--- config.mk ---
export PLATFORM = sky130hd
export DESIGN_NAME = hilo_muldiv_unit
export DESIGN_NICKNAME = d
export VERILOG_FILES = /design/src/rtl/hilo_pkg.sv /design/src/rtl/hilo_divider.sv /design/src/rtl/hilo_muldiv_unit.sv
export SDC_FILE = /design/constraint.sdc
export NUM_CORES = 2
export LEC_CHECK = 0
export BUFFER_PORTS_ARGS = -buffer_cell sky130_fd_sc_hd__buf_4
export CAP_MARGIN = 15
export CORE_MARGIN = 4
export CORE_UTILIZATION = 30
export DETAILED_ROUTE_END_ITERATION = 8
export HOLD_SLACK_MARGIN = 0.15
export SYNTH_ARGS = -nofsm -noshare
export SYNTH_HDL_FRONTEND = slang
export SYNTH_HIERARCHICAL = 1
export SYNTH_SLANG_ARGS = --single-unit
--- constraint.sdc ---
create_clock -name Clk -period 13.1 [get_ports Clk]
set_input_delay 1.965 -clock Clk [delete_from_list [all_inputs] [get_ports Clk]]
set_output_delay 1.965 -clock Clk [all_outputs]
set_load 0.01 [all_outputs]
--- src/rtl/hilo_pkg.sv ---
// Shared op codes, FSM state encoding and sizing helper for the HI/LO multiply/divide unit.
package hilo_pkg;

  localparam int unsigned OP_W = 3;

  typedef enum logic [OP_W-1:0] {
    OP_MULT  = 3'd0,
    OP_MULTU = 3'd1,
    OP_MADD  = 3'd2,
    OP_MSUB  = 3'd3,
    OP_DIV   = 3'd4,
    OP_DIVU  = 3'd5,
    OP_MTHI  = 3'd6,
    OP_MTLO  = 3'd7
  } op_e;

  typedef enum logic [1:0] {
    ST_IDLE    = 2'd0,
    ST_MUL     = 2'd1,
    ST_DIV_RUN = 2'd2,
    ST_DIV_FIX = 2'd3
  } state_e;

  // Ceiling log2, used to size the divider iteration counter
  function automatic int unsigned clog2(input int unsigned n);
    int unsigned      r;
    longint unsigned  v;
    r = 0;
    v = 64'd1;
    while (v < 64'(n)) begin
      v = v << 1;
      r = r + 1;
    end
    return r;
  endfunction

endpackage

--- src/rtl/hilo_divider.sv ---
// Iterative restoring divider core on unsigned magnitudes; one quotient bit per step.
module hilo_divider
  import hilo_pkg::*;
#(
  parameter int unsigned WIDTH = 32,
  parameter int unsigned CNT_W = 6
) (
  input  logic             clk,
  input  logic             reset,
  input  logic             load,
  input  logic             step,
  input  logic [WIDTH-1:0] dividend,
  input  logic [WIDTH-1:0] divisor,
  output logic [WIDTH-1:0] quotient,
  output logic [WIDTH-1:0] remainder,
  output logic [CNT_W-1:0] count
);

  logic [WIDTH-1:0] divisor_q;
  logic [WIDTH:0]   shifted;
  logic [WIDTH-1:0] sub;
  logic             fits;

  // Partial remainder shifted left with the next dividend bit; quotient register doubles as dividend
  always_comb begin
    shifted = {remainder, quotient[WIDTH-1]};
    fits    = (shifted >= {1'b0, divisor_q});
    sub     = shifted[WIDTH-1:0] - divisor_q;
  end

  always_ff @(posedge clk) begin
    if (reset) begin
      quotient  <= '0;
      remainder <= '0;
      divisor_q <= '0;
      count     <= '0;
    end else if (load) begin
      quotient  <= dividend;
      remainder <= '0;
      divisor_q <= divisor;
      count     <= CNT_W'(WIDTH);
    end else if (step && (count != '0)) begin
      remainder <= fits ? sub : shifted[WIDTH-1:0];
      quotient  <= {quotient[WIDTH-2:0], fits};
      count     <= count - CNT_W'(1);
    end
  end

endmodule

--- src/rtl/hilo_muldiv_unit.sv ---
// HI/LO unit: owns HI and LO, runs single-cycle mul/madd/msub, iterative div and MTHI/MTLO.
module hilo_muldiv_unit
  import hilo_pkg::*;
#(
  parameter int unsigned      WIDTH       = 32,
  parameter logic [WIDTH-1:0] DIV_ZERO_LO = '1
) (
  input  logic             Clk,
  input  logic             Reset,
  input  logic             Start,
  input  logic [2:0]       Op,
  input  logic [WIDTH-1:0] A,
  input  logic [WIDTH-1:0] B,
  output logic             Busy,
  output logic             Done,
  output logic [WIDTH-1:0] Hi,
  output logic [WIDTH-1:0] Lo
);

  localparam int unsigned ACC_W = 2 * WIDTH;
  localparam int unsigned CNT_W = clog2(WIDTH + 1);

  state_e           state, state_d;
  op_e              op_q, op_d;
  logic [WIDTH-1:0] a_q, a_d, b_q, b_d, hi_d, lo_d;
  logic             busy_d, done_d;
  logic             div_load, div_step, is_signed_div, q_neg, r_neg;
  logic [WIDTH-1:0] div_dividend, div_divisor, div_quo, div_rem;
  logic [WIDTH-1:0] quo_fixed, rem_fixed;
  logic [CNT_W-1:0] div_count;
  logic [ACC_W-1:0] mul_a, mul_b, prod;

  // Divider is loaded with operand magnitudes taken directly from the request
  always_comb begin
    is_signed_div = (op_e'(Op) == OP_DIV);
    div_dividend  = (is_signed_div && A[WIDTH-1]) ? (WIDTH'(0) - A) : A;
    div_divisor   = (is_signed_div && B[WIDTH-1]) ? (WIDTH'(0) - B) : B;
  end

  // Low 2*WIDTH bits of the extended product equal the signed product
  always_comb begin
    if (op_q == OP_MULTU) begin
      mul_a = {{WIDTH{1'b0}}, a_q};
      mul_b = {{WIDTH{1'b0}}, b_q};
    end else begin
      mul_a = {{WIDTH{a_q[WIDTH-1]}}, a_q};
      mul_b = {{WIDTH{b_q[WIDTH-1]}}, b_q};
    end
    prod = mul_a * mul_b;
  end

  always_comb begin
    q_neg     = (op_q == OP_DIV) && (a_q[WIDTH-1] ^ b_q[WIDTH-1]);
    r_neg     = (op_q == OP_DIV) && a_q[WIDTH-1];
    quo_fixed = q_neg ? (WIDTH'(0) - div_quo) : div_quo;
    rem_fixed = r_neg ? (WIDTH'(0) - div_rem) : div_rem;
    if (b_q == '0) begin
      quo_fixed = DIV_ZERO_LO;
      rem_fixed = a_q;
    end
  end

  hilo_divider #(
    .WIDTH (WIDTH),
    .CNT_W (CNT_W)
  ) u_divider (
    .clk       (Clk),
    .reset     (Reset),
    .load      (div_load),
    .step      (div_step),
    .dividend  (div_dividend),
    .divisor   (div_divisor),
    .quotient  (div_quo),
    .remainder (div_rem),
    .count     (div_count)
  );

  always_comb begin
    state_d  = state;
    op_d     = op_q;
    a_d      = a_q;
    b_d      = b_q;
    hi_d     = Hi;
    lo_d     = Lo;
    done_d   = 1'b0;
    div_load = 1'b0;
    div_step = 1'b0;
    case (state)
      ST_IDLE: begin
        if (Start) begin
          op_d = op_e'(Op);
          a_d  = A;
          b_d  = B;
          case (op_e'(Op))
            OP_MULT, OP_MULTU, OP_MADD, OP_MSUB: state_d = ST_MUL;
            OP_DIV, OP_DIVU: begin
              state_d  = ST_DIV_RUN;
              div_load = 1'b1;
            end
            OP_MTHI: begin
              hi_d   = A;
              done_d = 1'b1;
            end
            OP_MTLO: begin
              lo_d   = A;
              done_d = 1'b1;
            end
            default: state_d = ST_IDLE;
          endcase
        end
      end
      ST_MUL: begin
        case (op_q)
          OP_MADD: {hi_d, lo_d} = {Hi, Lo} + prod;
          OP_MSUB: {hi_d, lo_d} = {Hi, Lo} - prod;
          default: {hi_d, lo_d} = prod;
        endcase
        state_d = ST_IDLE;
        done_d  = 1'b1;
      end
      ST_DIV_RUN: begin
        div_step = 1'b1;
        if (div_count == CNT_W'(1)) state_d = ST_DIV_FIX;
      end
      ST_DIV_FIX: begin
        lo_d    = quo_fixed;
        hi_d    = rem_fixed;
        state_d = ST_IDLE;
        done_d  = 1'b1;
      end
      default: state_d = ST_IDLE;
    endcase
    busy_d = (state_d != ST_IDLE);
  end

  always_ff @(posedge Clk) begin
    if (Reset) begin
      state <= ST_IDLE;
      op_q  <= OP_MULT;
      a_q   <= '0;
      b_q   <= '0;
      Hi    <= '0;
      Lo    <= '0;
      Busy  <= 1'b0;
      Done  <= 1'b0;
    end else begin
      state <= state_d;
      op_q  <= op_d;
      a_q   <= a_d;
      b_q   <= b_d;
      Hi    <= hi_d;
      Lo    <= lo_d;
      Busy  <= busy_d;
      Done  <= done_d;
    end
  end

endmodule

==> key figures <==
Timing
  • Final-layout setup total negative slack: 0 ps
  • Final worst clock skew: 58.51 ps
  • Pins over their slew limit: 0
  • Count of final hold-check violations: 0
  • Setup violations, final: 0
  • RSZ-0062 raised after global routing: false
  • Tightest Pin Transition: 1188 ps
  • Max Clk Rate: 78.97 MHz
  • Final critical-path required period: 12660 ps
  • Ratio of final minimum period to clock period: 96.67%
  • Headroom to the max-slew limit: 20.10%

Drt
  • Total wire length: 260.2 mm
  • Number of remaining DRC errors: 0
  • Antenna Violating Nets Remaining: 0
  • Overall via count from detail_route: 59120
  • Routed via count divided by cell count: 5.142
  • Number of DRC violations after detailed-routing iteration 0: 4991
  • Routed WL per cell: 22.63 um
  • First-pass iteration count of the detailed router: 6

Clocking
  • TritonCTS clock tree: built
  • Clock insertion delay at the later pin of the skew report: 660 ps
  • Clk root buf: clkbuf_16
  • Number of clock buffers inserted by TritonCTS: 31
  • Setup bufs post-CTS: 0
  • Hold buffers post-CTS: 0
  • Clock tree sinks: 237
  • Longest Clk Path Bufs: 3
  • Clock-pin slew of the registers on the worst-case setup and hold paths: about 70 ps
  • Number of H-tree levels: 1

Worst setup path
  • Worst endpoint data arrival time: between 10000 and 15000 ps
  • Delay of the slowest critical-path stage: 790 ps
  • Data required time at the worst endpoint: approximately 14000 ps
  • Crit Reg-Reg Endpoint: Hi[30]
  • Crit. End Element: register
  • Type of element launching the critical path: register
  • Internal reg-to-reg setup slack: roughly 440 ps
  • Cell depth of the worst flop-to-flop path: 40
  • Critical path's slowest cell: a21boi_0
  • Classification of the worst setup path: register to register
  • Startpoint of the worst-slack reg-to-reg timing path: a_q[25]
  • Critical Path Fanout Max: 28
  • Cell type with the highest occurrence count on the critical path: fa_1

Synth
  • Share of synthesized area occupied by flip-flops and latches: 6.712%
  • Number of synthesized flops with an enable pin: 0
  • Number of storage elements in the synthesis netlist: 237
  • Netlist area before placement: 70690 um^2
  • Total nets after synthesis: approximately 10000
  • Async set-reset flop share out of synthesis: 0%
  • Ys flop type: dfxtp_1
  • Average instance area after synthesis: 8.346 um^2
  • Synth warn: 6
  • Instance count of the mapped netlist: 8470
  • Library cells used by synthesis: between 100 and 150

Power
  • Sw power: 0.005681 W
  • Clock network fraction of total power: 9.1%
  • Portion of total power attributed to sequential cells: 9.5%
  • Cell-internal power: 0.003886 W
  • Comb power frac: 81.4%
  • Maximum VDD drop: about 0.16 mV
  • Design Power: between 0.009 and 0.01 W
  • Reported leakage power: around 37 nW
  • Total power density per cell area: 125.6 nW/um^2
  • Share of total power consumed by net switching: 59.38%

Job
  • Max-cap check violation count: 0

Global routing
  • Pin count of the biggest net entering global routing: 80
  • Number of global-route vias before repair: just over 60000
  • Global-route wire length before repair: 393.5 mm
  • Number of antenna violations at the first check in global routing: 8
  • Leftover overflow at the end of global routing: 0
  • Total global routing track utilization: 21.13%

Final layout
  • Count of nets after finishing: 10310
  • Area added between synthesis and finish: 7.740%
  • Multi-input logic area: 57690 um^2
  • Area of all sequential standard cells: 4781 um^2
  • Fraction of final layout cells with drive strength greater than 1: 5.682%
  • Final-layout fill cell count: 24740

Placed design
  • Routability congestion estimate from global placement: between 0.9 and 1
  • Count of buffers from port buffering: between 100 and 150
  • HPWL reported at the end of detailed placement: 216.7 mm

Floorplan
  • Overall die width: a little under 500 um
  • Std-Cell Core Area: 233400 um^2
  • Die Height: 493.4 um
  • I/O pins: 136
  • Initial Utilization: 30.29%
  • Die area: 243500 um^2
  • # rows: 177

Hold path
  • Type of the worst min-delay path: register to register
  • Endpoint, Worst Hold: u_divider/divisor_q[14]
  • Worst hold path startpoint: u_divider/divisor_q[14]
  • Hold Path Depth: 2

Outcome
  • Run status: finished clean
==> cells in the final DEF (no fill, tap or decap), types with 53 or more instances in the layout <==
cell and n:
inv_1 1708, fa_1 1425, nand2_1 1105, a21oi_1 510, and2_1 479, ha_1 477
nor2_1 397, buf_4 300, xnor2_1 219, dfxtp_1 208, o21ai_0 183, xor2_1 98
nor3_1 82, nand3_1 70, mux2i_1 63, nor4_1 58, a211oi_1 57, a21o_1 55
o31ai_1 54, o21ai_1 53
==> state kept, by name, summed over array words and instances (netlist names), 2 cells and up <==
| name | cells |
|---|---|
| a_q | 32 |
| state | 2 |
| u_divider/remainder | 32 |
| b_q | 32 |
| u_divider/divisor_q | 32 |
| Lo | 32 |
| op_q | 3 |
| Hi | 32 |
| u_divider/quotient | 32 |
| u_divider/count | 6 |
==> power groups by stage <==
| stage | sequential, W | combinational [W] | clock (W) |
|---|---|---|---|
| floorplan | 0.000829 | 0.00495 | 0 |
| global placement | 0.000922 | 0.00769 | 0 |
| detailed placement | 0.000923 | 0.00768 | 0 |
| CTS | 0.000907 | 0.00773 | 0.000877 |
| global route | 0.000914 | 0.00842 | 0.000903 |
| finish | 0.000911 | 0.00779 | 0.000867 |
==> how the worst max path moves through the flow <==
| stage | to | start | slack (ps) | cells after the start |
|---|---|---|---|---|
| 2_1_floorplan | Hi[31] | op_q[0] | 1510 | 47 |
| 6_report | Hi[30] | a_q[25] | 440 | 40 |
| 3_5_place_dp | Hi[31] | a_q[13] | 300 | 40 |
| 3_3_place_gp | Hi[31] | b_q[12] | 380 | 41 |
| 4_1_cts | Hi[31] | b_q[12] | 260 | 41 |
| 5_1_grt | Hi[31] | a_q[12] | 2 | 42 |
==> layout make-up <==
cell class                 count  share of cell area (%)
antenna                        7                 0.02300
clock buffer                  43                   1.104
clock inverter                12                  0.1478
inverter                    1732                   8.537
multi-input combinational   6031                   75.74
sequential                   237                   6.277
tap                         3132                   5.145
timing repair buffer         304                   3.028
==> synth_stat cells (70+ instances only) <==
library cell	number	area (um^2)
nor2_1	398	1494
dfxtp_1	237	4745
fa_1	1425	28530
nand3_1	70	350.3
clkbuf_1	417	1565
xnor2_1	219	1918
xor2_1	98	858.3
a21oi_1	510	2552
nor3_1	82	410.4
o21ai_0	183	915.9
ha_1	477	5968
and2_1	480	3003
inv_1	1709	6415
nand2_1	1106	4151
==> per-stage QoR <==
step | area [um^2] | hold slack, ps | utilization (%) | setup WS (ps) | std cells
2_1_floorplan | 70690 | 460.4 | - | 1509 | 8470
3_3_place_gp | 75150 | 477.9 | 32.20 | 380.1 | 11440
3_5_place_dp | 75150 | 482.4 | 32.20 | 296.0 | 11440
4_1_cts | 76110 | 498.6 | 32.60 | 259.4 | 11490
5_1_grt | 76150 | 529.9 | 32.63 | 2.081 | 11490
6_report | 76160 | 494.3 | 32.63 | 436.7 | 11500
==> cell families (layout without fill, tap and decap cells) <==
family | count (synthesis) | count (layout) | share of synthesized area [%]
buffers and inverters | 2202 | 2091 | 11.76
muxes | 73 | 73 | 1.067
other | 0 | 7 | 0
adders and majority gates | 1906 | 1906 | 48.85
and+or+nand+nor | 2434 | 2434 | 16.09
DFF | 237 | 237 | 6.712
xor gates and xnor gates | 317 | 317 | 3.927
AOI/OAI and AO/OA | 1301 | 1301 | 11.59
==> what timing repair did <==
action                     4_1_cts  5_1_grt
setup endpoints to repair        0        6
gates resized for setup          0       12
hold endpoints to repair         0        0
==> critical path, delay by kind of cell (launching register included) <==
family	cells	cell delay (ps)
adder cells (fa/ha/maj)	12	5780
AO/OA/AOI/OAI	17	4180
buffers and inverters	7	880
flip-flops	1	720
XOR/XNOR	2	510
AND/OR/NAND/NOR	2	480
==> routing by layer <==
| metal | share of wire, % | wire length [um] | vias to the layer above | track usage, % |
|---|---|---|---|---|
| met5 | 0.0092 | 24 | - | 0 |
| met4 | 5.1 | 13270 | 4 | 8.822 |
| met3 | 7.7 | 20060 | 480 | 3.536 |
| met2 | 46 | 118700 | 2379 | 33.71 |
| met1 | 42 | 108100 | 30300 | 28.36 |
| li1 | - | - | 25960 | - |
Note: power is estimated with default switching activity, not from simulation.
